[src/rtl/poly_ma_stream.sv]
// Streaming modular adder o = (a + b) mod q over N coefficients.
// Two-stage valid/ready pipeline with backpressure, last tag and done pulse.
module poly_ma_stream #(
  parameter int unsigned N = 256
) (
  input  logic        clk,
  input  logic        rst_n,
  input  logic        start,
  input  logic [23:0] q,
  input  logic [4:0]  q_width,
  input  logic        in_valid,
  output logic        in_ready,
  input  logic [23:0] a,
  input  logic [23:0] b,
  output logic        out_valid,
  input  logic        out_ready,
  output logic [23:0] o,
  output logic        out_last,
  output logic        busy,
  output logic        done
);

  localparam int unsigned CW = $clog2(N) + 1;

  typedef enum logic [1:0] {IDLE, RUN, DRAIN} state_t;

  state_t        state;
  logic [CW-1:0] in_cnt;
  logic [CW-1:0] out_cnt;
  logic [23:0]   q_reg;
  logic [4:0]    qw_reg;

  logic          s1_valid;
  logic          s1_last;
  logic [23:0]   s1_sum;
  logic [24:0]   s1_diff;

  logic          s1_adv;
  logic          s2_adv;
  logic          in_fire;
  logic          out_fire;
  logic          in_last;
  logic          final_fire;
  logic [24:0]   sum_next;
  logic [24:0]   diff_next;

  assign s2_adv     = !out_valid | out_ready;
  assign s1_adv     = !s1_valid | s2_adv;
  assign in_ready   = (state == RUN) & (in_cnt < CW'(N)) & s1_adv;
  assign in_fire    = in_valid & in_ready;
  assign out_fire   = out_valid & out_ready;
  assign in_last    = (in_cnt == CW'(N - 1));
  assign final_fire = (state == DRAIN) & out_fire & (out_cnt == CW'(N - 1));

  assign sum_next  = {1'b0, a} + {1'b0, b};
  assign diff_next = sum_next - {1'b0, q_reg};

  always_ff @(posedge clk or negedge rst_n) begin
    if (!rst_n) begin
      state   <= IDLE;
      in_cnt  <= '0;
      out_cnt <= '0;
      q_reg   <= '0;
      qw_reg  <= '0;
      busy    <= 1'b0;
      done    <= 1'b0;
    end else begin
      done <= 1'b0;
      if (out_fire) out_cnt <= out_cnt + 1'b1;
      case (state)
        IDLE: begin
          if (start) begin
            q_reg   <= q;
            qw_reg  <= q_width;
            in_cnt  <= '0;
            out_cnt <= '0;
            busy    <= 1'b1;
            state   <= RUN;
          end
        end
        RUN: begin
          if (in_fire) begin
            in_cnt <= in_cnt + 1'b1;
            if (in_last) state <= DRAIN;
          end
        end
        DRAIN: begin
          if (final_fire) begin
            busy  <= 1'b0;
            done  <= 1'b1;
            state <= IDLE;
          end
        end
        default: state <= IDLE;
      endcase
    end
  end

  always_ff @(posedge clk or negedge rst_n) begin
    if (!rst_n) begin
      s1_valid  <= 1'b0;
      s1_last   <= 1'b0;
      s1_sum    <= '0;
      s1_diff   <= '0;
      out_valid <= 1'b0;
      o         <= '0;
      out_last  <= 1'b0;
    end else begin
      if (s1_adv) begin
        s1_valid <= in_fire;
        if (in_fire) begin
          s1_sum  <= sum_next[23:0];
          s1_diff <= diff_next;
          s1_last <= in_last;
        end
      end
      if (s2_adv) begin
        out_valid <= s1_valid;
        out_last  <= s1_valid & s1_last;
        // |diff| < 2^q_width, so bit q_width of diff is its sign
        if (s1_valid) o <= s1_diff[qw_reg] ? s1_sum : s1_diff[23:0];
      end
    end
  end

endmodule

[config.mk]
export PLATFORM = sky130hd
export DESIGN_NAME = poly_ma_stream
export DESIGN_NICKNAME = d
export VERILOG_FILES = /design/src/rtl/poly_ma_stream.sv
export SDC_FILE = /design/constraint.sdc
export NUM_CORES = 1
export LEC_CHECK = 0
export BUFFER_PORTS_ARGS = -buffer_cell sky130_fd_sc_hd__buf_4
export CORE_MARGIN = 2
export CORE_UTILIZATION = 35
export DETAILED_ROUTE_END_ITERATION = 10
export SYNTH_ARGS = -nofsm -noshare
export SYNTH_HDL_FRONTEND = slang
export SYNTH_SLANG_ARGS = --single-unit
[constraint.sdc]
create_clock -name clk -period 5.9 [get_ports clk]
set_input_delay 0.295 -clock clk [delete_from_list [all_inputs] [get_ports clk]]
set_output_delay 0.295 -clock clk [all_outputs]
set_load 0.01 [all_outputs]
==> summary.md <==
| Metric | Value |
|---|---|
| Global-route wire length before repair | 31700 um |
| CP arrival | 4150 ps |
| Worst-Skew Late Latency | roughly 400 ps |
| Clock buffer depth | 2 |
| GRT overflow | 0 |
| Worst-path maximum fanout | 7 |
| Area grow syn2layout | 20.3% |
| Unique masters post-synth | 56 |
| # H-tree levels | 4 |
| Number of synthesized flops with an enable pin | 0 |
| Vias in the first global route | 6175 |
| Starting DRT DRC Count | 368 |
| DP HPWL | 14800 um |
| Postcts setup bufs | 0 |
| Peak supply drop | approximately 150 uV |
| Drt first pass iters | 5 |
| Most frequent cells in the layout | 170 x nand2_1, 128 x dfrtp_1, 114 x buf_4, 77 x o21ai_0, 52 x ha_1 |
| Biggest register | s1_diff |
| Critical path class | input pin to register |
| Number of synthesis warnings | 0 |
| Endpoints failing setup | 0 |
| Largest net degree at the start of global routing | approximately 80 |
| FP Rows | 55 |
| Chip height | 154 um |
| Fillers | between 2000 and 2500 |
| CTS tree | yes |
| Antenna viol nets, final | 0 |
| Non-filler cells, final | 1278 |
| Per-cell routed wire length | between 15 and 20 um |
| Cell Pwr Density | roughly 270 nW/um^2 |
| Sequential-to-total area share from yosys stat | 0.404 |
| Synth Register Bits | about 130 |
| CTS Buf Count | 17 |
| DR vias | about 6600 |
| DRC violations left | 0 |
| Quantity of gates resized following cts | 0 |
| Syn Nets | 1029 |
| Total wire length | 19600 um |
| Starting Density | 0.353 |
| Fraction of layout cells with a size suffix above 1 | 0.163 |
| Placed cell count | 1246 |
| Setup TNS | 0 ps |
| Clock transition at path regs | roughly 60 ps |
| Clock Tree Root | clkbuf_16 |
| Max Clock Freq | 0.259 GHz |
| CTS Hold Buffers Added | 1 |
| Die area | 23900 um^2 |
| Final Hold Violating Endpoints | 0 |
| Antenna violations before repair | 0 |
| RSZ-0062 raised after global routing | no |
| Die W | approximately 150 um |
| Ports | about 110 |
| HP Class | input pin to register |
| Num Clock Sinks | 128 |
| DR vias/cell | 5.17 |
| # nets final | between 1000 and 1500 |
| Max_cap viols | 0 |
| Routability cong. | 0.897 |
| CP endpoint kind | register |
| Pleak | between 4 and 5 nW |
| Area of the core | 22400 um^2 |
| Clock period minus worst slack | 3860 ps |
| Worst-Margin Slew | about 1200 ps |
| Max reg flops | 25 |
| Clk_skew | 9.30 ps |
| Port Buf Inserts | 110 |
| Syn Area/Cell | 8.88 um^2 |
| Worst Path Required | 6190 ps |
| GRT Util Overall | 0.165 |
| Max-slew headroom | 0.208 |
| Final max-slew violation count | 0 |
| CP startpoint kind | input pin |
| Status | complete, no violations |
| N_diodes | 0 |
| Final core utilization | 0.425 |
| Total power | 2.58 mW |
| Post-synth ARST share | 1.00 |
| Top FF cell, synth | dfrtp_1 |
| Mapped Cells | about 890 |
| Commonest non-fill, non-tap cell in the layout | nand2_1 |
| Mapped Area | 7930 um^2 |
| Fin crit share | 0.654 |
==> worst max-delay path, cell delays in order <==
cell and delay (ps):
buf_4 110, ha_1 400, o211ai_1 120, o21ai_0 490, a31oi_1 220, o31ai_1 600
a31oi_1 190, xnor2_1 240, ha_1 360, a21oi_1 230, o21a_1 220, nand3_1 110
or3_1 340, o31ai_1 70, a21oi_1 60, o311ai_0 110
==> area by class of cell <==
type | instances | area, um^2 | area share
multi-input cells | 681 | 4380 | 0.459
flip-flops and latches | 128 | 3200 | 0.336
repair buffers | 115 | 866 | 0.0908
clock buffers | 19 | 453 | 0.0475
well taps | 285 | 357 | 0.0374
inverters | 38 | 143 | 0.0150
clock inverters | 12 | 136 | 0.0143
==> per-stage QoR <==
stage,instance area [um^2],setup slack [ps],hold slack (ps)
after floorplan,7930,2370,-0.591
after global placement,8940,1840,389
after detailed placement,8940,1730,392
after CTS,9540,2140,63.4
after global routing,9540,1810,67.5
final,9540,2040,76.6
==> routing by layer <==
metal / routed length [um] / track usage
met1: 10200 / 0.247
met2: 8260 / 0.242
met3: 732 / 0.0266
met4: 349 / 0.0547
met5: 0 / 0
==> report_power, final <==
part	total (mW)	internal, mW	switching, mW
clock network	1.03	0.643	0.390
logic	0.546	0.234	0.312
registers	0.997	0.948	0.0488
==> cells in the mapped netlist (3+ instances only) <==
| cell | instances | share of area |
|---|---|---|
| o211ai_1 | 7 | 0.0066 |
| a211oi_1 | 10 | 0.0095 |
| mux4_1 | 6 | 0.020 |
| o31ai_1 | 9 | 0.0085 |
| a21oi_1 | 51 | 0.032 |
| o21ai_1 | 21 | 0.013 |
| nor2b_1 | 5 | 0.0039 |
| nand4_1 | 21 | 0.017 |
| nor4_1 | 4 | 0.0032 |
| a31oi_1 | 11 | 0.0087 |
| o21ai_0 | 77 | 0.049 |
| o21bai_1 | 4 | 0.0038 |
| clkbuf_1 | 39 | 0.018 |
| inv_1 | 38 | 0.018 |
| o21a_1 | 9 | 0.0085 |
| and3_1 | 12 | 0.0095 |
| nor2_1 | 51 | 0.024 |
| xnor2_1 | 19 | 0.021 |
| nand2b_1 | 3 | 0.0024 |
| ha_1 | 52 | 0.082 |
| xor2_1 | 30 | 0.033 |
| mux2_2 | 10 | 0.014 |
| nand3_1 | 21 | 0.013 |
| dfrtp_1 | 128 | 0.40 |
| mux2i_1 | 26 | 0.033 |
| a21o_1 | 9 | 0.0085 |
| or3_1 | 5 | 0.0039 |
| nand2_1 | 171 | 0.081 |
| nor3_1 | 7 | 0.0044 |
==> logic make-up (layout without fill, tap and decap cells) <==
kind of cell	Yosys count	after routing	share of synthesized area
buf+inv	84	184	0.0439
flops	128	128	0.404
mux	44	44	0.0726
xor+xnor	49	49	0.0541
compound gates	226	226	0.169
fa+ha+maj	54	54	0.0871
simple gates	308	308	0.169
==> worst paths after layout <==
path                            cells past startpoint     endpoint  slack [ps]        from
worst max-delay path                               16  s1_diff[19]        2040        a[5]
worst min-delay path                                3    qw_reg[0]          80  q_width[0]
worst max register to register                      5        o[15]        2660   qw_reg[0]
worst min register to register                      2    s1_sum[6]         470   s1_sum[6]
max in group asynchronous                           3        o[12]        3960       rst_n
min in group asynchronous                           2     q_reg[3]         490       rst_n
Power figures use the tool's default switching activity.
